## src/rtl/hazard_pkg.sv

```systemverilog
// hazard_pkg: shared types for the pipeline hazard controller.
// FSM state enum, control-bundle struct and its fixed encodings.
package hazard_pkg;

  localparam int HZ_REG_ADDR_W = 5;
  localparam int HZ_REM_W      = 3;
  localparam int HZ_TO_W       = 10;

  typedef enum logic [1:0] {
    RUN,
    LOAD_STALL,
    FLUSH,
    MEM_WAIT
  } hz_state_t;

  typedef struct packed {
    logic pc_write;
    logic ifid_write;
    logic ifid_flush;
    logic idex_bubble;
    logic pipe_hold;
    logic memwb_bubble;
  } hz_ctrl_t;

  // No hazard: fetch and advance normally.
  localparam hz_ctrl_t HZ_CTRL_NOP = '{
    1'b1, 1'b1, 1'b0, 1'b0, 1'b0, 1'b0
  };

  localparam hz_ctrl_t HZ_CTRL_LOAD = '{
    1'b0, 1'b0, 1'b0, 1'b1, 1'b0, 1'b0
  };

  localparam hz_ctrl_t HZ_CTRL_FLUSH = '{
    1'b1, 1'b1, 1'b1, 1'b1, 1'b0, 1'b0
  };

  localparam hz_ctrl_t HZ_CTRL_MEM = '{
    1'b0, 1'b0, 1'b0, 1'b0, 1'b1, 1'b1
  };

endpackage

```

## src/rtl/hazard_ctrl_unit_if.sv

```systemverilog
// hazard_ctrl_unit_if: pipeline <-> hazard controller bundle.
// master = pipeline side (drives _i), slave = controller (drives _o).
interface hazard_ctrl_unit_if #(
  parameter int REG_ADDR_W = hazard_pkg::HZ_REG_ADDR_W,
  parameter int PERF_W     = 32
);

  logic [REG_ADDR_W-1:0] id_rs1_i;
  logic [REG_ADDR_W-1:0] id_rs2_i;
  logic                  id_use_rs1_i;
  logic                  id_use_rs2_i;
  logic [REG_ADDR_W-1:0] ex_rd_i;
  logic                  ex_mem_read_i;
  logic                  ex_redirect_i;
  logic                  dmem_req_i;
  logic                  dmem_ack_i;
  logic                  perf_clr_i;

  logic                  pc_write_o;
  logic                  ifid_write_o;
  logic                  ifid_flush_o;
  logic                  idex_bubble_o;
  logic                  pipe_hold_o;
  logic                  memwb_bubble_o;
  logic                  mem_timeout_o;
  logic [PERF_W-1:0]     stall_cycles_o;

  modport master (
    output id_rs1_i, id_rs2_i,
    output id_use_rs1_i, id_use_rs2_i,
    output ex_rd_i, ex_mem_read_i,
    output ex_redirect_i,
    output dmem_req_i, dmem_ack_i,
    output perf_clr_i,
    input  pc_write_o, ifid_write_o,
    input  ifid_flush_o, idex_bubble_o,
    input  pipe_hold_o, memwb_bubble_o,
    input  mem_timeout_o, stall_cycles_o
  );

  modport slave (
    input  id_rs1_i, id_rs2_i,
    input  id_use_rs1_i, id_use_rs2_i,
    input  ex_rd_i, ex_mem_read_i,
    input  ex_redirect_i,
    input  dmem_req_i, dmem_ack_i,
    input  perf_clr_i,
    output pc_write_o, ifid_write_o,
    output ifid_flush_o, idex_bubble_o,
    output pipe_hold_o, memwb_bubble_o,
    output mem_timeout_o, stall_cycles_o
  );

endinterface

```

## src/rtl/hazard_detect.sv

```systemverilog
// hazard_detect: combinational load-use and data-memory stall detect.
// In: ID sources/uses, EX rd/load, dmem req/ack. Out: load_use, mem_stall.
module hazard_detect #(
  parameter int REG_ADDR_W = hazard_pkg::HZ_REG_ADDR_W
) (
  input  logic [REG_ADDR_W-1:0] id_rs1_i,
  input  logic [REG_ADDR_W-1:0] id_rs2_i,
  input  logic                  id_use_rs1_i,
  input  logic                  id_use_rs2_i,
  input  logic [REG_ADDR_W-1:0] ex_rd_i,
  input  logic                  ex_mem_read_i,
  input  logic                  dmem_req_i,
  input  logic                  dmem_ack_i,
  output logic                  load_use_o,
  output logic                  mem_stall_o
);

  logic rd_nz;
  logic hit1;
  logic hit2;

  // x0 is hardwired zero, so a load to it never hazards.
  assign rd_nz = |ex_rd_i;
  assign hit1  = id_use_rs1_i && (id_rs1_i == ex_rd_i);
  assign hit2  = id_use_rs2_i && (id_rs2_i == ex_rd_i);

  assign load_use_o  = ex_mem_read_i && rd_nz
                    && (hit1 || hit2);
  assign mem_stall_o = dmem_req_i && !dmem_ack_i;

endmodule

```

## src/rtl/hazard_ctrl_unit.sv

```systemverilog
// hazard_ctrl_unit: stall/flush/bubble sequencer for the 5-stage core.
// Ports: clk_i, rst_i (sync, active-high), bus (slave side of the bundle).
module hazard_ctrl_unit #(
  parameter int REG_ADDR_W      = hazard_pkg::HZ_REG_ADDR_W,
  parameter int LOAD_USE_STALLS = 1,
  parameter int FLUSH_CYCLES    = 1,
  parameter int MEM_TIMEOUT     = 255,
  parameter int PERF_W          = 32
) (
  input  logic               clk_i,
  input  logic               rst_i,
  hazard_ctrl_unit_if.slave  bus
);

  import hazard_pkg::*;

  localparam logic [HZ_REM_W-1:0] LU_RELOAD =
    HZ_REM_W'(LOAD_USE_STALLS - 1);
  localparam logic [HZ_REM_W-1:0] FL_RELOAD =
    HZ_REM_W'(FLUSH_CYCLES - 1);
  localparam logic [HZ_TO_W-1:0]  TO_MAX    =
    HZ_TO_W'(MEM_TIMEOUT);
  localparam hz_state_t LU_NEXT =
    (LOAD_USE_STALLS > 1) ? LOAD_STALL : RUN;
  localparam hz_state_t FL_NEXT =
    (FLUSH_CYCLES > 1) ? FLUSH : RUN;

  logic load_use;
  logic mem_stall;

  hazard_detect #(
    .REG_ADDR_W (REG_ADDR_W)
  ) u_detect (
    .id_rs1_i      (bus.id_rs1_i),
    .id_rs2_i      (bus.id_rs2_i),
    .id_use_rs1_i  (bus.id_use_rs1_i),
    .id_use_rs2_i  (bus.id_use_rs2_i),
    .ex_rd_i       (bus.ex_rd_i),
    .ex_mem_read_i (bus.ex_mem_read_i),
    .dmem_req_i    (bus.dmem_req_i),
    .dmem_ack_i    (bus.dmem_ack_i),
    .load_use_o    (load_use),
    .mem_stall_o   (mem_stall)
  );

  hz_state_t             state_q, state_d;
  hz_state_t             ret_q, ret_d;
  logic [HZ_REM_W-1:0]   rem_q, rem_d;
  logic [HZ_TO_W-1:0]    to_q, to_d;
  logic                  tmo_q, tmo_d;
  logic [PERF_W-1:0]     stall_q, stall_d;

  hz_ctrl_t  ctrl;
  hz_state_t cur;
  logic      rel;
  logic      ms;
  logic      rem_last;

  // A wait ends on ack (or dropped req) or on timeout; that cycle
  // then behaves exactly like the state the wait interrupted.
  assign rel = (state_q == MEM_WAIT)
            && (!mem_stall || (to_q == TO_MAX));
  assign cur = rel ? ret_q : state_q;
  assign ms  = mem_stall && !rel;
  assign rem_last = (rem_q == HZ_REM_W'(1));

  always_comb begin
    ctrl    = HZ_CTRL_NOP;
    state_d = cur;
    ret_d   = ret_q;
    rem_d   = rem_q;
    to_d    = to_q;
    tmo_d   = tmo_q || (rel && mem_stall);
    stall_d = stall_q;

    if (cur == MEM_WAIT) begin
      ctrl = HZ_CTRL_MEM;
      to_d = to_q + HZ_TO_W'(1);
    end else if (ms) begin
      // Preempt: rem_q stays frozen for the return.
      ctrl    = HZ_CTRL_MEM;
      state_d = MEM_WAIT;
      ret_d   = cur;
      to_d    = HZ_TO_W'(1);
    end else begin
      unique case (cur)
        RUN: begin
          if (bus.ex_redirect_i) begin
            // Redirect wins: a load-use here is wrong-path.
            ctrl    = HZ_CTRL_FLUSH;
            state_d = FL_NEXT;
            rem_d   = FL_RELOAD;
          end else if (load_use) begin
            ctrl    = HZ_CTRL_LOAD;
            state_d = LU_NEXT;
            rem_d   = LU_RELOAD;
          end
        end
        LOAD_STALL: begin
          ctrl    = HZ_CTRL_LOAD;
          rem_d   = rem_q - HZ_REM_W'(1);
          state_d = rem_last ? RUN : LOAD_STALL;
        end
        FLUSH: begin
          ctrl = HZ_CTRL_FLUSH;
          if (bus.ex_redirect_i) begin
            rem_d   = FL_RELOAD;
            state_d = FLUSH;
          end else begin
            rem_d   = rem_q - HZ_REM_W'(1);
            state_d = rem_last ? RUN : FLUSH;
          end
        end
        default: ;
      endcase
    end

    if (bus.perf_clr_i) begin
      stall_d = '0;
    end else if (!ctrl.pc_write && (stall_q != '1)) begin
      stall_d = stall_q + PERF_W'(1);
    end
  end

  always_ff @(posedge clk_i) begin
    if (rst_i) begin
      state_q <= RUN;
      ret_q   <= RUN;
      rem_q   <= '0;
      to_q    <= '0;
      tmo_q   <= 1'b0;
      stall_q <= '0;
    end else begin
      state_q <= state_d;
      ret_q   <= ret_d;
      rem_q   <= rem_d;
      to_q    <= to_d;
      tmo_q   <= tmo_d;
      stall_q <= stall_d;
    end
  end

  assign bus.pc_write_o     = ctrl.pc_write;
  assign bus.ifid_write_o   = ctrl.ifid_write;
  assign bus.ifid_flush_o   = ctrl.ifid_flush;
  assign bus.idex_bubble_o  = ctrl.idex_bubble;
  assign bus.pipe_hold_o    = ctrl.pipe_hold;
  assign bus.memwb_bubble_o = ctrl.memwb_bubble;
  assign bus.mem_timeout_o  = tmo_q;
  assign bus.stall_cycles_o = stall_q;

endmodule
```

## src/flat_wrapper.sv

```systemverilog
// flat-port wrapper written by rule: the top's interface ports become plain ports
module hazard_ctrl_unit_flat import hazard_pkg::*;
#(
  parameter int REG_ADDR_W      = hazard_pkg::HZ_REG_ADDR_W,
  parameter int LOAD_USE_STALLS = 1,
  parameter int FLUSH_CYCLES    = 1,
  parameter int MEM_TIMEOUT     = 255,
  parameter int PERF_W          = 32
)
  (clk_i, rst_i, bus_id_rs1_i, bus_id_rs2_i, bus_id_use_rs1_i, bus_id_use_rs2_i, bus_ex_rd_i, bus_ex_mem_read_i, bus_ex_redirect_i, bus_dmem_req_i, bus_dmem_ack_i, bus_perf_clr_i, bus_pc_write_o, bus_ifid_write_o, bus_ifid_flush_o, bus_idex_bubble_o, bus_pipe_hold_o, bus_memwb_bubble_o, bus_mem_timeout_o, bus_stall_cycles_o);
  hazard_ctrl_unit_if #(.REG_ADDR_W(REG_ADDR_W), .PERF_W(PERF_W)) bus_i ();
  input  logic clk_i;
  input  logic rst_i;
  input wire logic [$bits(bus_i.id_rs1_i)-1:0] bus_id_rs1_i;
  input wire logic [$bits(bus_i.id_rs2_i)-1:0] bus_id_rs2_i;
  input wire logic [$bits(bus_i.id_use_rs1_i)-1:0] bus_id_use_rs1_i;
  input wire logic [$bits(bus_i.id_use_rs2_i)-1:0] bus_id_use_rs2_i;
  input wire logic [$bits(bus_i.ex_rd_i)-1:0] bus_ex_rd_i;
  input wire logic [$bits(bus_i.ex_mem_read_i)-1:0] bus_ex_mem_read_i;
  input wire logic [$bits(bus_i.ex_redirect_i)-1:0] bus_ex_redirect_i;
  input wire logic [$bits(bus_i.dmem_req_i)-1:0] bus_dmem_req_i;
  input wire logic [$bits(bus_i.dmem_ack_i)-1:0] bus_dmem_ack_i;
  input wire logic [$bits(bus_i.perf_clr_i)-1:0] bus_perf_clr_i;
  output wire logic [$bits(bus_i.pc_write_o)-1:0] bus_pc_write_o;
  output wire logic [$bits(bus_i.ifid_write_o)-1:0] bus_ifid_write_o;
  output wire logic [$bits(bus_i.ifid_flush_o)-1:0] bus_ifid_flush_o;
  output wire logic [$bits(bus_i.idex_bubble_o)-1:0] bus_idex_bubble_o;
  output wire logic [$bits(bus_i.pipe_hold_o)-1:0] bus_pipe_hold_o;
  output wire logic [$bits(bus_i.memwb_bubble_o)-1:0] bus_memwb_bubble_o;
  output wire logic [$bits(bus_i.mem_timeout_o)-1:0] bus_mem_timeout_o;
  output wire logic [$bits(bus_i.stall_cycles_o)-1:0] bus_stall_cycles_o;
  assign bus_i.id_rs1_i = bus_id_rs1_i;
  assign bus_i.id_rs2_i = bus_id_rs2_i;
  assign bus_i.id_use_rs1_i = bus_id_use_rs1_i;
  assign bus_i.id_use_rs2_i = bus_id_use_rs2_i;
  assign bus_i.ex_rd_i = bus_ex_rd_i;
  assign bus_i.ex_mem_read_i = bus_ex_mem_read_i;
  assign bus_i.ex_redirect_i = bus_ex_redirect_i;
  assign bus_i.dmem_req_i = bus_dmem_req_i;
  assign bus_i.dmem_ack_i = bus_dmem_ack_i;
  assign bus_i.perf_clr_i = bus_perf_clr_i;
  assign bus_pc_write_o = bus_i.pc_write_o;
  assign bus_ifid_write_o = bus_i.ifid_write_o;
  assign bus_ifid_flush_o = bus_i.ifid_flush_o;
  assign bus_idex_bubble_o = bus_i.idex_bubble_o;
  assign bus_pipe_hold_o = bus_i.pipe_hold_o;
  assign bus_memwb_bubble_o = bus_i.memwb_bubble_o;
  assign bus_mem_timeout_o = bus_i.mem_timeout_o;
  assign bus_stall_cycles_o = bus_i.stall_cycles_o;
  hazard_ctrl_unit #(.REG_ADDR_W(REG_ADDR_W), .LOAD_USE_STALLS(LOAD_USE_STALLS), .FLUSH_CYCLES(FLUSH_CYCLES), .MEM_TIMEOUT(MEM_TIMEOUT), .PERF_W(PERF_W)) u_core (.clk_i(clk_i), .rst_i(rst_i), .bus(bus_i));
endmodule
```

## config.mk

```make
export PLATFORM = sky130hd
export DESIGN_NAME = hazard_ctrl_unit_flat
export DESIGN_NICKNAME = d
export VERILOG_FILES = /design/src/rtl/hazard_pkg.sv /design/src/rtl/hazard_ctrl_unit_if.sv /design/src/rtl/hazard_detect.sv /design/src/rtl/hazard_ctrl_unit.sv /design/src/flat_wrapper.sv
export SDC_FILE = /design/constraint.sdc
export NUM_CORES = 1
export LEC_CHECK = 0
export CAP_MARGIN = 20
export CELL_PAD_IN_SITES_DETAIL_PLACEMENT = 1
export CELL_PAD_IN_SITES_GLOBAL_PLACEMENT = 1
export CORE_MARGIN = 2
export CORE_UTILIZATION = 37
export CTS_BUF_LIST = sky130_fd_sc_hd__clkbuf_16
export DETAILED_ROUTE_END_ITERATION = 10
export PLACE_DENSITY_LB_ADDON = 0.1
export SETUP_SLACK_MARGIN = 0.15
export SYNTH_ARGS = -nofsm -noshare
export SYNTH_HDL_FRONTEND = slang
export SYNTH_SLANG_ARGS = --single-unit
```

## constraint.sdc

```tcl
create_clock -name clk_i -period 4.5 [get_ports clk_i]
set_input_delay 1.125 -clock clk_i [delete_from_list [all_inputs] [get_ports clk_i]]
set_output_delay 1.125 -clock clk_i [all_outputs]
set_load 0.02 [all_outputs]
```

==> flow_summary.ini <==
[global_routing]
globalRouteTotalUtil_pct = 20.05
overflow = 0
use_met3_pct = 4.231
use_met1_pct = 26.72
grt_antenna_before_repair = 0
use_met2_pct = 33.70
grt_max_degree = 62
grt_pass1_wl_mm = 14.12
grt_pass1_vias = 2964
grt_busiest_layer = met2

[layout]
regArea_um2 = 1001
final_nets = 457
fill_cells = 922
fin_cells = 528
drive_gt1_share_pct = 9.624
final_common_cell = clkdlybuf4s50_1
mostFrequentLayoutCells = clkdlybuf4s50_1 (56), dfxtp_1 (50), a21oi_1 (42)
antennaDiodeCount = 0
areaGrowthSynthToFinish_pct = 30.35
multi_input_area_um2 = 1750

[die]
core.rowCount = 32
initial_utilization_pct = 37.84
die_area_um2 = 8545
die_h_um = 92.44
io-pin-count = 63
die_x_um = 92.44
design.core.area_um2 = 7647

[worst_hold_path]
hp-class = flip-flop to flip-flop

[logic_synthesis]
ys_warn_count = 0
synth-seq-area-share_pct = 34.59
synth_cell_types = 49
syn_area_um2 = 2894
synth_area_per_cell_um2 = 7.995
ys_seq_elements = 50
async_flop_share_pct = 0
syn_inst = 362
syn-num-nets = 394
yosys_most_used_dff = dfxtp_1
synth_edf_count = 0

[pwr]
power_mw = 1.008
ir_worst_vdd_mv = 0.1216
leakage_nw = 1.210
power_density_nw_per_um2 = 267.2

[timing]
period_share_pct = 93.61
finalSetupViolCount = 0
tns_ns = 0
rsz0062_at_grt = true
max_freq_mhz = 237.4
slew_headroom_pct = 42.04
finalMaxSlewViolations = 0
hold_ws_ns = 0.4976
worst_slack_ns = 0.2876
tightest_slew_ns = 0.8694
hold_viol = 0
skew_ns = 0.01052
min_period_ns = 4.212

[setup_path]
criticalPathCategory = input port to output pin
worstPathRequired_ns = 3.38
cp_data_arrival_time_ns = 3.09
cp_max_fo = 5
start_kind = input port
r2r_slack_ns = 1.30
cp-end-kind = output pin

[place]
hpwl_mm = 5.868
placed_cells = 519
gp_congestion = 0.7882
place_ws_ns = -0.1842
port_buffers = 62

[cts]
cts.hold.buffers_added = 0
cts.sinks = 50
htree_levels = 2
cts_tree = yes
clockRootBuffer = clkbuf_16
cts.clk_slew.worst_paths_ns = 0.06
insertion_delay_ns = 0.29
cts_buffers = 5
max-clock-path-buffers = 2

[run]
cap_viol_max_count = 0

[drt]
routed_wl_mm = 8.265
ant_nets = 0
routed_via_density = 5.695
route.detailed.drc = 0
vias = 3007
routedWlPerCell_um = 15.65
drt_iter0_markers = 86
firstDrtPassIters = 4

[status]
status = complete, no violations
-- critical path: stages --
cell and delay (ns):
clkdlybuf4s50_1 0.39, nand2b_1 0.17, a31oi_2 0.20, o31a_1 0.25, inv_1 0.10, ha_1 0.26, o211ai_1 0.32, a21oi_4 0.09
clkbuf_2 0.18
-- path summary, 6_finish.rpt --
path                                              startpoint                                          to  cells after the start
worst max register to register   u_core.to_q[0]$_SDFFE_PP0N_  u_core.bus.stall_cycles_o[19]$_SDFFE_PP0P_                     11
worst min-delay path            u_core.rem_q[1]$_SDFFE_PP0P_                u_core.rem_q[1]$_SDFFE_PP0P_                      2
worst min register to register  u_core.rem_q[1]$_SDFFE_PP0P_                u_core.rem_q[1]$_SDFFE_PP0P_                      2
worst max-delay path                          bus_dmem_ack_i                            bus_ifid_write_o                      9
-- sequential cells by signal, indices dropped and copies added (netlist names) --
| name | flops |
|---|---|
| u_core.bus.stall_cycles_o | 32 |
| u_core.rem_q | 3 |
| u_core.bus.mem_timeout_o | 1 |
| u_core.ret_q | 2 |
| u_core.state_q | 2 |
| u_core.to_q | 10 |
-- where the power goes --
part | total [mW] | leakage, nW | internal [mW] | switching, mW
logic | 0.173 | 0.732 | 0.0697 | 0.103
clock network | 0.383 | 0.0740 | 0.207 | 0.176
registers | 0.452 | 0.404 | 0.448 | 0.00464
total | 1.01 | 1.21 | 0.724 | 0.284
-- layout make-up --
cell class	count	share of cell area, %
multi-input combinational	281	46.40
inverter	10	0.9950
sequential	50	26.53
clock inverter	3	0.4975
timing repair buffer	77	18.87
tap	102	3.383
clock buffer	5	3.317
-- synth_stat cells (3+ instances only) --
cell	number	share of area (%)
nand2b_1	6	1.3
inv_1	9	1.2
and3_1	8	1.7
o31ai_1	11	2.9
clkbuf_1	11	1.4
nand2_1	22	2.9
ha_1	8	3.5
nand4_1	20	4.3
a21oi_1	42	7.3
or2_2	5	1.1
dfxtp_1	50	35
xnor2_1	10	3.0
and4_1	3	0.91
o21ai_0	24	4.2
buf_4	5	1.3
nand3_1	20	3.5
and2_1	4	0.86
o211ai_1	5	1.3
nor2_1	18	2.3
or4_1	19	4.9
or3_1	20	4.3
nor3_1	4	0.69
-- per-layer routing --
layer  vias to the layer above  routed length, um
li1                       1498                  -
met1                      1455               3980
met2                        47               3936
met3                         7                294
met4                         0                 54
met5                         -                  0
-- timing repair --
| item | in CTS | in global routing |
|---|---|---|
| endpoints found under the setup margin | 6 | 6 |
| gates resized for setup | 9 | 8 |
| setup buffers | 0 | 1 |
| pin swaps | 2 | 2 |
-- per-stage QoR --
| step | utilization [%] | area, um2 |
|---|---|---|
| 2_1_floorplan | - | 2894 |
| 3_3_place_gp | 47.48 | 3631 |
| 3_5_place_dp | 47.48 | 3631 |
| 4_1_cts | 49.43 | 3780 |
| 5_1_grt | 49.33 | 3772 |
| 6_report | 49.33 | 3772 |
-- logic make-up (layout without fill, tap and decap cells) --
family,Yosys count,count (layout),synth area share [%]
buf+inv,31,95,5.318
xor+xnor,10,10,3.026
mux,2,2,0.6918
fa+ha+maj,8,8,3.459
flops,50,50,34.59
compound gates,100,100,20.67
simple gates,161,161,32.25
Power figures use the tool's default switching activity.
==> edit: new RTL, same flow settings <==
Take the reset off `to_q` and load it in a clocked block of its own.
--- a/src/rtl/hazard_ctrl_unit.sv
+++ b/src/rtl/hazard_ctrl_unit.sv
@@ -127,17 +127,19 @@
       state_q <= RUN;
       ret_q   <= RUN;
       rem_q   <= '0;
-      to_q    <= '0;
       tmo_q   <= 1'b0;
       stall_q <= '0;
     end else begin
       state_q <= state_d;
       ret_q   <= ret_d;
       rem_q   <= rem_d;
-      to_q    <= to_d;
       tmo_q   <= tmo_d;
       stall_q <= stall_d;
     end
+  end
+
+  always_ff @(posedge clk_i) begin
+    to_q <= to_d;
   end
 
   assign bus.pc_write_o     = ctrl.pc_write;
Check against the original RTL: same outputs for any inputs over 10 cycles, from zero or initial values and one cycle with rst_i high; that may be too few to reach the edited logic, so the function may still have changed.
==> edit against the original RTL <==
- design area grew 8.8%
- power grew 7.2%
- sequential cell count is the same
- synthesized area grew 8.2%
- die area grew 7.9%
- register-to-register slack lost 0.41 ns
- via count grew 1.4%
- critical path depth is the same
- highest routed layer unchanged
- largest cell class unchanged
- count of clock-buffer cells in the layout is the same
- worst hold slack lost 0.023 ns
- clock skew shrank 0.0064 ns
- worst setup slack gained 0.066 ns
- routed wire length grew 9.2%
- cell count is the same
==> edit: results (changes against the original RTL) <==
status=finished, final reports clean; First DRT Iteration DRCs=84 (-2.3%); largest net degree at the start of global routing=49 (-21%); design area=4100 um^2 (+8.8%); Worst Hold Depth=2 (unchanged); Mapped Nets=387 (-1.8%); fmax=0.241 GHz (+1.6%); crit start category=input port; number of flops mapped to enable cells by yosys=10 (+10); Post-CTS Setup Bufs=1 (+1); die area=9220 um^2 (+7.9%); WL per Instance=17.1 um (+9.2%); Non-clk invs=9 (-1); synth top area cells=dfxtp_1, edfxtp_1, or4_1, o31ai_1, a21oi_1; gr usage total=20.4% (+0.32 points); filler cell count=974 (+5.6%); number of global-route vias before repair=3049 (+2.9%); worst IR drop on VDD=0.000118 V (-2.8%); fraction of area in multi-input gates=46.4% (about the same); initial antenna violation count=0 (unchanged); Layout Nets=455 (-0.44%); reg-to-reg endpoint=u_core.bus.stall_cycles_o[29]; layout cells sized above 1=12.3% (+2.7 points); crit path launch=bus_dmem_req_i; clk_skew=0.00408 ns (-0.00643 ns); LEAKAGE=1.38 nW (+14%); DRT Wirelength=9030 um (+9.2%); dpl hpwl=6330 um (+7.9%); sequential cell area=1100 um^2 (+10%); gpl congestion=0.814 (+3.3%); drt first pass iters=5 (+1); Area after DPL=3880 um^2 (+6.9%); pre-CTS setup slack=-0.387 ns (-0.203 ns); CP arrival=3.02 ns (-0.07 ns); I/O Buffers=62 (unchanged); CP bufs+invs=2 (-1); WHS Endpoint=u_core.rem_q[1]; Max stage delay cell, worst path=nor4_4; crit-path max FO=4 (-1); buffer share of cell area=19.3% (+0.46 points); Worst-Margin Slew=0.895 ns (+0.0255 ns); multi-input gates=271 (-3.6%); hold_ws=0.474 ns (-0.0232 ns); Post-synth top cells=dfxtp_1, a21oi_1, or4_1, o31ai_1, nand2_1; reg2reg setup slack=0.89 ns (-0.41 ns); library cells used by synthesis=54 (+10%); first-pass GRT wire length=14700 um (+4.3%); # resized after CTS=28 (+19); FF-to-FF Start=u_core.to_q[0]; DR vias/cell=5.78 (+1.4%); register area share after synthesis=35.2% (+0.57 points); Register-to-Register Path Depth=12 (+1); sequential cell count=50 (unchanged); placed cell count=517 (-0.39%); Buffers excl. clock=85 (+10%); Synth Instances=354 (-2.2%); Layout clock area frac=3.41% (-0.40 points); Root Buffer Master=clkbuf_16
==> edit: cell count changes after synthesis, sizes merged, moves of 6 or more <==
cell    change
or3        -12
a21oi       -9
or4         +6
edfxtp     +10
o21ai      -11
and2        +8
dfxtp      -10
o31ai      +12
==> edit: metal layers <==
metal / vias up / track usage (%) / routed length (um)
li1: 1485 / - / -
met1: 1508 / 24.3 / 3930
met2: 47 / 37.7 / 4710
met3: 10 / 3.52 / 266
met4: 0 / 4.76 / 119
met5: - / 0 / 0
==> edit: logic make-up (layout without fill, tap and decap cells) <==
group                    after synthesis  after routing  share of synthesized area, %
AO/OA/AOI/OAI                         94             94                          19.6
XOR/XNOR                              16             16                          4.71
adder cells (fa/ha/maj)                9              9                          3.60
buffers and inverters                 33            102                          6.63
flip-flops                            50             50                          35.2
multiplexers                           2              2                         0.639
AND/OR/NAND/NOR                      150            150                          29.6
==> edit: where the power goes <==
group          switching [mW]  total (mW)  internal, mW
Combinational           0.130       0.231         0.101
Clock                   0.168       0.371         0.202
Sequential             0.0107       0.478         0.467
